File: src/rtl/banked_ram.sv
// Multi-bank single-port synchronous RAM with registered read, error strobe
// and a zero-fill sequencer (all banks after reset, one bank on request).
module banked_ram #(
  parameter int DATA_W = 8,
  parameter int ADDR_W = 4,
  parameter int BANKS  = 2,
  parameter int BANK_W = 1
) (
  input  logic              clk,
  input  logic              rst,
  input  logic [BANK_W-1:0] bank_sel,
  input  logic              we,
  input  logic              re,
  input  logic [ADDR_W-1:0] addr,
  input  logic [DATA_W-1:0] din,
  output logic [DATA_W-1:0] dout,
  output logic              rd_valid,
  output logic              busy,
  input  logic              clr,
  input  logic [BANK_W-1:0] clr_bank,
  output logic              err
);

  localparam int DEPTH = 2 ** ADDR_W;

  typedef enum logic [1:0] {IDLE, CLR_ALL, CLR_ONE} state_t;

  state_t              state, state_n;
  logic [ADDR_W-1:0]   ptr, ptr_n;
  logic [BANK_W-1:0]   clr_bank_q, clr_bank_n;
  logic                err_n;
  logic                wr_en, rd_en, wipe_all, wipe_one;
  logic                sel_ok, clr_ok;
  logic [DATA_W-1:0]   mem [BANKS][DEPTH];

  // Bank count need not be a power of two, so range-check both selects.
  assign sel_ok = 32'(bank_sel) < 32'(BANKS);
  assign clr_ok = 32'(clr_bank) < 32'(BANKS);
  assign busy   = (state != IDLE);

  always_comb begin
    state_n    = state;
    ptr_n      = ptr;
    clr_bank_n = clr_bank_q;
    err_n      = 1'b0;
    wr_en      = 1'b0;
    rd_en      = 1'b0;
    wipe_all   = 1'b0;
    wipe_one   = 1'b0;
    case (state)
      IDLE: begin
        if (clr) begin
          if (clr_ok) begin
            state_n    = CLR_ONE;
            ptr_n      = '0;
            clr_bank_n = clr_bank;
            err_n      = we | re;
          end else begin
            err_n = 1'b1;
          end
        end else if (we || re) begin
          if (!sel_ok)  err_n = 1'b1;
          else if (we)  wr_en = 1'b1;
          else          rd_en = 1'b1;
        end
      end
      CLR_ALL, CLR_ONE: begin
        err_n    = we | re | clr;
        wipe_all = (state == CLR_ALL);
        wipe_one = (state == CLR_ONE);
        ptr_n    = ptr + 1'b1;
        if (ptr == '1) state_n = IDLE;
      end
      default: state_n = CLR_ALL;
    endcase
  end

  always_ff @(posedge clk) begin
    if (rst) begin
      state      <= CLR_ALL;
      ptr        <= '0;
      clr_bank_q <= '0;
      err        <= 1'b0;
      rd_valid   <= 1'b0;
      dout       <= '0;
    end else begin
      state      <= state_n;
      ptr        <= ptr_n;
      clr_bank_q <= clr_bank_n;
      err        <= err_n;
      rd_valid   <= rd_en;
      if (rd_en) dout <= mem[bank_sel][addr];
    end
  end

  // Storage has no reset; rst only blocks writes while the sequencer restarts.
  for (genvar g = 0; g < BANKS; g++) begin : g_bank
    always_ff @(posedge clk) begin
      if (!rst) begin
        if (wipe_all || (wipe_one && clr_bank_q == BANK_W'(g)))
          mem[g][ptr] <= '0;
        else if (wr_en && bank_sel == BANK_W'(g))
          mem[g][addr] <= din;
      end
    end
  end

endmodule

File: config.mk
export PLATFORM = sky130hd
export DESIGN_NAME = banked_ram
export DESIGN_NICKNAME = d
export VERILOG_FILES = /design/src/rtl/banked_ram.sv
export SDC_FILE = /design/constraint.sdc
export NUM_CORES = 1
export LEC_CHECK = 0
export BUFFER_PORTS_ARGS = -buffer_cell sky130_fd_sc_hd__buf_2
export CAP_MARGIN = 10
export CORE_MARGIN = 2
export CORE_UTILIZATION = 35
export CTS_CLUSTER_DIAMETER = 60
export DETAILED_ROUTE_END_ITERATION = 10
export PLACE_DENSITY = 0.55
export SYNTH_ARGS = -nofsm -noshare
export SYNTH_HDL_FRONTEND = slang
export SYNTH_SLANG_ARGS = --single-unit
File: constraint.sdc
create_clock -name clk -period 4.8 [get_ports clk]
set_clock_uncertainty 0.15 [all_clocks]
set_input_delay 0.48 -clock clk [delete_from_list [all_inputs] [get_ports clk]]
set_output_delay 0.48 -clock clk [all_outputs]
set_load 0.02 [all_outputs]
==> out/results.txt, run 1 <==
Worst Setup SP: state[0]$_SDFFE_PP1P_
Final setup violation count: 0
Ys async rst share: 0
Metal2 WL: 15300 um
Seq. cell area: 8030 um2
Gpl congestion: 0.860
Post-CTS setup buffers: 0
Synth top area cells: edfxtp_1 59%, and2_1 12%, mux2i_1 7.5%
Max Clk Rate: 304 MHz
IO Port Bufs: 29
Top routing layer used: met4
Number of flops mapped to enable cells by yosys: 256
Top cell type's share of synthesized area: 0.593
Clock transition at path regs: 60 ps
CTS root buffer: clkbuf_16
RSZ-0062 raised after global routing: false
Syn Nets: 1002
CP Cell Sequence: inv_1 -> ha_1 -> nand2_1 -> nor3_2 -> nand3_1 -> o22ai_1
Switching power: 1.44 mW
Setup tns final: 0 ps
Max stage delay on crit path: 960 ps
Drt pass-1 iters: 5
All-Layer GR Usage: 0.178
Net Sw Frac: 0.252
CP Data Arrival Time: 3310 ps
Clock power frac: 0.412
Fin crit share: 0.684
Hold_buf cts: 1
Netlist Area Pre-Place: 13000 um2
Crit. End Element: flip-flop
Final nets: 1009
FF-to-FF Start: state[0]$_SDFFE_PP1P_
Io pins: 30
Fin. Hold Viols: 0
Critical path capture point: mem[1][3]$_SDFFCE_PN0P_
Yosys warns: 0
Number of diodes: 0
Worst Hold Class: input pin to flip-flop
VDD IR-drop max: 0.000249 V
Crit path max-delay family: simple AND/OR/NAND/NOR gates
Detailed-placement wirelength estimate: 22100 um
Setup WS post-layout: 1510 ps
Clock Sinks: 273
DRT iter0 DRCs: 698
Syn Area/Cell: 13.3 um2
Crit path max-delay cell type: o22ai_1
Kind of critical path: flip-flop to flip-flop
Most instantiated cells after synthesis: 257 x and2_1, 256 x edfxtp_1, 97 x mux2i_1
# DRC: 0
Status: completed
Crit start category: flip-flop
Worst skew pair latency: 560 ps
Via Count: 7827
DRT antenna net count: 0
Layout cell share with drive strength beyond 1: 0.142
FF+latch count, synth: 273
Leak: 5.15 nW
CTS-repair resized insts: 0
Sequential power share: 0.483
Number of max-cap violations: 0
P_int: 4.29 mW
Met1 wire length: 15900 um
Crit-path max FO: 13
Core ar.: 36500 um2
Critical path buffers and inverters: 1
Post-place setup slack: 1450 ps
Logic pwr share: 0.104
Die H: 196 um
Pins Over Slew Limit: 0
CTS buffer count: 31
Die area: 38600 um2
Core Rows: 70
Met3 WL: 1760 um
Overflow after GRT: 0
Routed WL per cell: 22.9 um
Tmin final: 3290 ps
Worst R2R End: mem[1][3]$_SDFFCE_PN0P_
R2R depth: 6
CTS H-tree depth: 1
Die width: 196 um
Slew at the pin closest to its max-slew limit: 1130 ps
First-pass GRT wire length: 50800 um
Number of global-route vias before repair: 7753
Initial Util: 0.355
Sequential share of the synthesized area: 0.619
Main flop type after synthesis: edfxtp_1
Crit path depth: 6
Clock Path Buffers: 3
Antenna violations before repair: 0
Post-synthesis instance total: 974
Top cell type by total area after synthesis: edfxtp_1
Filler cells: 3385
Synth cell types: 38
Total power: 5.73 mW
Most common cell in the netlist: and2_1
Reg2Reg Setup Slack: 1510 ps
Via/cell ratio: 5.31
P&R area growth vs syn: 11.6%
Largest net degree at the start of global routing: 63
Final wirelength: 33800 um
CP Data Required Time: 4830 ps
Area occupied by multi-input gates: 4620 um2
Worst rel slew slack: 0.248
Power per standard cell area: 396 nW/um2
CTS tree: built
[flip-flops by register name, indices dropped and copies added (netlist names)]
register and flops:
clr_bank_q 1, state 2, err 1, rd_valid 1, mem 256, dout 8
ptr 4
[final cells by class]
class                           instances  share of cell area
Timing Repair Buffer                   35              0.0146
Clock buffer                           34              0.0544
Sequential cell                       273               0.555
Inverter                                5             0.00130
Multi-Input combinational cell        635               0.319
Clock inverter                         24              0.0153
Tap cell                              468              0.0405
[worst min path at each step]
stage / start / to / depth (start not counted)
2_1_floorplan: clr_bank_q$_SDFFE_PP0P_ / clr_bank_q$_SDFFE_PP0P_ / 2
6_report: clr_bank / clr_bank_q$_SDFFE_PP0P_ / 3
4_1_cts: clr_bank / clr_bank_q$_SDFFE_PP0P_ / 3
3_3_place_gp: ptr[1]$_SDFFE_PP0P_ / ptr[1]$_SDFFE_PP0P_ / 2
3_5_place_dp: clr_bank_q$_SDFFE_PP0P_ / clr_bank_q$_SDFFE_PP0P_ / 2
5_1_grt: clr_bank / clr_bank_q$_SDFFE_PP0P_ / 3
[cells by family after synthesis]
| family | count (synthesis) | share of synthesized area |
|---|---|---|
| AO/OA/AOI/OAI | 124 | 0.0628 |
| adder cells (fa/ha/maj) | 9 | 0.00868 |
| buffers and inverters | 66 | 0.0255 |
| flip-flops | 273 | 0.619 |
| multiplexers | 121 | 0.110 |
| AND/OR/NAND/NOR | 381 | 0.174 |
[power groups by stage]
stage / sequential (mW) / combinational, mW / clock [mW]
floorplan: 2.80 / 0.375 / 0
global placement: 2.82 / 0.585 / 0
detailed placement: 2.82 / 0.591 / 0
CTS: 2.77 / 0.594 / 2.39
global route: 2.78 / 0.639 / 2.49
finish: 2.77 / 0.599 / 2.36
[placed cells by master, fill, tap and decap left out, types with 2 or more instances in the layout]
master	n
dfxtp_1	17
nor2b_1	5
o21ai_0	22
clkinv_1	10
nand3_2	2
a211oi_2	8
buf_2	28
inv_6	3
clkbuf_16	31
nor3_1	2
a21o_1	15
nor2_2	25
ha_1	9
o21ai_1	3
mux4_2	16
mux2_2	8
nand3_1	13
nor2_1	33
mux2i_1	97
inv_1	5
a21oi_1	8
or2_1	2
clkinv_2	6
o22ai_1	64
edfxtp_1	256
buf_4	4
nor3_2	2
bufinv_16	4
and2_1	257
and4_1	8
or2_2	2
clkbuf_1	3
nand2b_1	4
nand2_1	22
[per-stage QoR]
step | utilization | instances | hold WS (ps) | instance area, um2
6_report | 0.396 | 1474 | 46.2 | 14500
3_5_place_dp | 0.368 | 1415 | 354 | 13400
3_3_place_gp | 0.368 | 1415 | 343 | 13400
5_1_grt | 0.396 | 1474 | 53.2 | 14500
2_1_floorplan | - | 974 | 324 | 13000
4_1_cts | 0.396 | 1474 | 22.0 | 14500
[tightest hold or removal path: stages]
cell	delay [ps]
buf_2	100
nand3_1	60
a21oi_1	60
[routing by layer]
metal	track usage	vias up
met3	0.0255	53
li1	-	3581
met2	0.278	214
met5	0	-
met1	0.258	3979
met4	0.0527	0
Note: power is estimated with default switching activity, not from simulation.
==> inputs of run 2 (changes only) <==
- ABC_AREA: not set -> 1
- clock period: 4.8 -> 3.1 ns (I/O delays scaled with it)
==> run 2 against run 1 <==
Effect of this change:
- sequential power up 52%
- clock power up 64%
- synthesized cell count rose by 53%
- largest power group unchanged
- highest routed layer unchanged
- via count is 27% higher
- critical path depth grew 1
- combinational power rose by 77%
- setup slack got worse by 1200 ps
- design area is 7.9% higher
==> out/results.txt, run 2 <==
Status: completed
Main flop type after synthesis: edfxtp_1
Slew at the pin closest to its max-slew limit: 1120 ps (-8.60 ps)
Gpl congestion: 0.847 (-1.5%)
Die H: 201 um (+2.2%)
Final wirelength: 36700 um (+8.6%)
Worst R2R End: mem[0][26]$_DFFE_PP_
Antenna violations before repair: 0 (unchanged)
Leak: 6.62 nW (+29%)
CTS-repair resized insts: 0 (unchanged)
Placed Area: 14500 um2 (+7.5%)
Net Sw Frac: 0.254 (+0.00172)
Power per standard cell area: 587 nW/um2 (+48%)
CTS tree: built
Number of flops mapped to enable cells by yosys: 256 (unchanged)
Most instantiated cells after synthesis: 302 x nand2_1, 297 x nor2_1, 256 x edfxtp_1
Worst skew pair latency: 500 ps (-60 ps)
Syn Area/Cell: 9.09 um2 (-32%)
Core ar.: 38500 um2 (+5.3%)
Die width: 201 um (+2.2%)
Core Rows: 72 (+2.9%)
VDD IR-drop max: 0.000278 V (+12%)
Fin. Hold Viols: 0 (unchanged)
Total power: 9.17 mW (+60%)
Number of global-route vias before repair: 9665 (+25%)
Largest net degree at the start of global routing: 97 (+54%)
Worst Hold Class: input pin to flip-flop
Via Count: 9944 (+27%)
Syn Nets: 1521 (+52%)
Clock Sinks: 273 (unchanged)
First-pass GRT wire length: 56700 um (+12%)
DRT antenna net count: 0 (unchanged)
FF+latch count, synth: 273 (unchanged)
Logic pwr share: 0.116 (+0.012)
Critical path buffers and inverters: 3 (+2)
Initial Util: 0.353 (-0.00237)
# DRC: 0 (unchanged)
Pins Over Slew Limit: 0 (unchanged)
Overflow after GRT: 0 (unchanged)
Commonest non-fill, non-tap cell in the layout: nand2_1
Clock power frac: 0.423 (+0.011)
Die area: 40400 um2 (+4.5%)
CTS buffer count: 34 (+9.7%)
Routed WL per cell: 17.7 um (-23%)
Clock Path Buffers: 3 (unchanged)
DRT iter0 DRCs: 848 (+21%)
Hold_sp: clr
Number of max-cap violations: 0 (unchanged)
CTS H-tree depth: 2 (+1)
FF-to-FF Start: state[0]$_SDFFE_PP1P_
Fin crit share: 0.914 (+0.230)
Most frequent cells in the layout: 302 x nand2_1, 291 x nor2_1, 256 x edfxtp_1
Final nets: 1567 (+55%)
Kind of critical path: flip-flop to flip-flop
Post-synthesis instance total: 1493 (+53%)
Top cell type by total area after synthesis: edfxtp_1
Switching power: 2.33 mW (+61%)
Placed cell count: 2015 (+42%)
Most common cell in the netlist: nand2_1
Max stage delay on crit path: 920 ps (-40 ps)
Detailed-placement wirelength estimate: 22900 um (+3.6%)
Io pins: 30 (unchanged)
R2R depth: 7 (+1)
Crit path max-delay cell type: o21ai_0
Clock transition at path regs: 50 ps (about the same)
All-Layer GR Usage: 0.184 (+0.00582)
Worst-case hold path end point: clr_bank_q$_SDFFE_PP0P_
Final setup violation count: 0 (unchanged)
Crit start category: flip-flop
Reg with most FFs: mem
Crit path max-delay family: compound AO/OA/AOI/OAI gates
Synth cell types: 29 (-24%)
Drt pass-1 iters: 5 (unchanged)
Sequential share of the synthesized area: 0.592 (-0.0273)
Sequential power share: 0.461 (-0.022)
IO Port Bufs: 29 (unchanged)
Worst rel slew slack: 0.246 (-0.00215)
Largest register FFs: 256 (unchanged)
P_int: 6.84 mW (+60%)
Seq. cell area: 8030 um2 (unchanged)
Ys async rst share: 0 (unchanged)
Crit-path max FO: 16 (+3)
CP Data Arrival Time: 2800 ps (-510 ps)
Setup tns final: 0 ps (unchanged)
Post-CTS setup buffers: 0 (unchanged)
Non-Filler Instances: 2080 (+41%)
Via/cell ratio: 4.78 (-10%)
Min Hold Slack: 68.0 ps (+21.7 ps)
Number of diodes: 0 (unchanged)
CP Cell Sequence: inv_1 -> ha_1 -> inv_1 -> o21ai_0 -> nand2_1 -> buf_4 -> o21ai_0
RSZ-0062 raised after global routing: false
Top cell type's share of synthesized area: 0.567 (-0.0262)
Crit. End Element: flip-flop
Max Clk Rate: 353 MHz (+16%)
Biggest regs: mem x256, dout x8, ptr x4
Yosys warns: 0 (unchanged)
Post-route design area: 15600 um2 (+7.9%)
P&R area growth vs syn: 15.0%
CTS root buffer: clkbuf_16
Netlist Area Pre-Place: 13600 um2 (+4.6%)
Layout cell share with drive strength beyond 1: 0.124 (-0.0179)
CP Data Required Time: 3060 ps (-1770 ps)
Tmin final: 2830 ps (-452 ps)
Hold_buf cts: 6 (+5)
Reg2Reg Setup Slack: 270 ps (-1250 ps)
Hold Path Stages: 4 (+1)
Synth top area cells: edfxtp_1 57%, nand2_1 8.4%, nor2_1 8.2%
Filler cells: 3866 (+14%)
Area occupied by multi-input gates: 4280 um2 (-7.3%)
## run 2: logic make-up after synthesis
kind of cell / share of synthesized area
DFF: 0.592
adders and majority gates: 0.00830
AOI/OAI and AO/OA: 0.0430
buffers and inverters: 0.0952
and+or+nand+nor: 0.262
## run 2: power by group through the flow
stage	clock, mW	combinational, mW	sequential [mW]
finish	3.88	1.06	4.22
detailed placement	0	1.04	4.30
floorplan	0	0.622	4.30
CTS	3.94	1.06	4.23
global route	4.10	1.16	4.24
global placement	0	1.04	4.29
## run 2: layer usage
metal / global-route usage / vias to the layer above / part of all wire
li1: - / 4852 / -
met1: 0.259 / 4733 / 0.46
met2: 0.295 / 287 / 0.46
met3: 0.0297 / 72 / 0.063
met4: 0.0476 / 0 / 0.024
met5: 0 / - / 0
## run 2: worst reg2reg max path: cells and delay by family (launching register included)
family	cells	cell delay, ps
compound gates	2	1260
fa+ha+maj	1	180
simple gates	1	90
buf+inv	3	420
flops	1	340
## run 2: how the worst max path moves through the flow
stage,start,to,cells after the start
global route,state[0]$_SDFFE_PP1P_,mem[0][118]$_DFFE_PP_,7
finish,state[0]$_SDFFE_PP1P_,mem[0][26]$_DFFE_PP_,7
global placement,state[0]$_SDFFE_PP1P_,mem[0][119]$_DFFE_PP_,7
floorplan,state[0]$_SDFFE_PP1P_,mem[0][0]$_DFFE_PP_,7
detailed placement,state[0]$_SDFFE_PP1P_,mem[0][119]$_DFFE_PP_,7
CTS,state[0]$_SDFFE_PP1P_,mem[0][51]$_DFFE_PP_,7
## run 2: per-stage QoR
stage,setup slack [ps],utilization
5_1_grt,37.0,0.406
3_3_place_gp,307,0.376
3_5_place_dp,297,0.376
4_1_cts,278,0.406
6_report,266,0.406
2_1_floorplan,603,-
## run 2: layout make-up
| class | count | share of cell area |
|---|---|---|
| Sequential cell | 273 | 0.514 |
| Multi-Input combinational cell | 900 | 0.274 |
| Clock buffer | 51 | 0.0619 |
| Inverter | 241 | 0.0580 |
| Timing Repair Buffer | 89 | 0.0425 |
| Tap cell | 518 | 0.0415 |
| Clock inverter | 8 | 0.00738 |
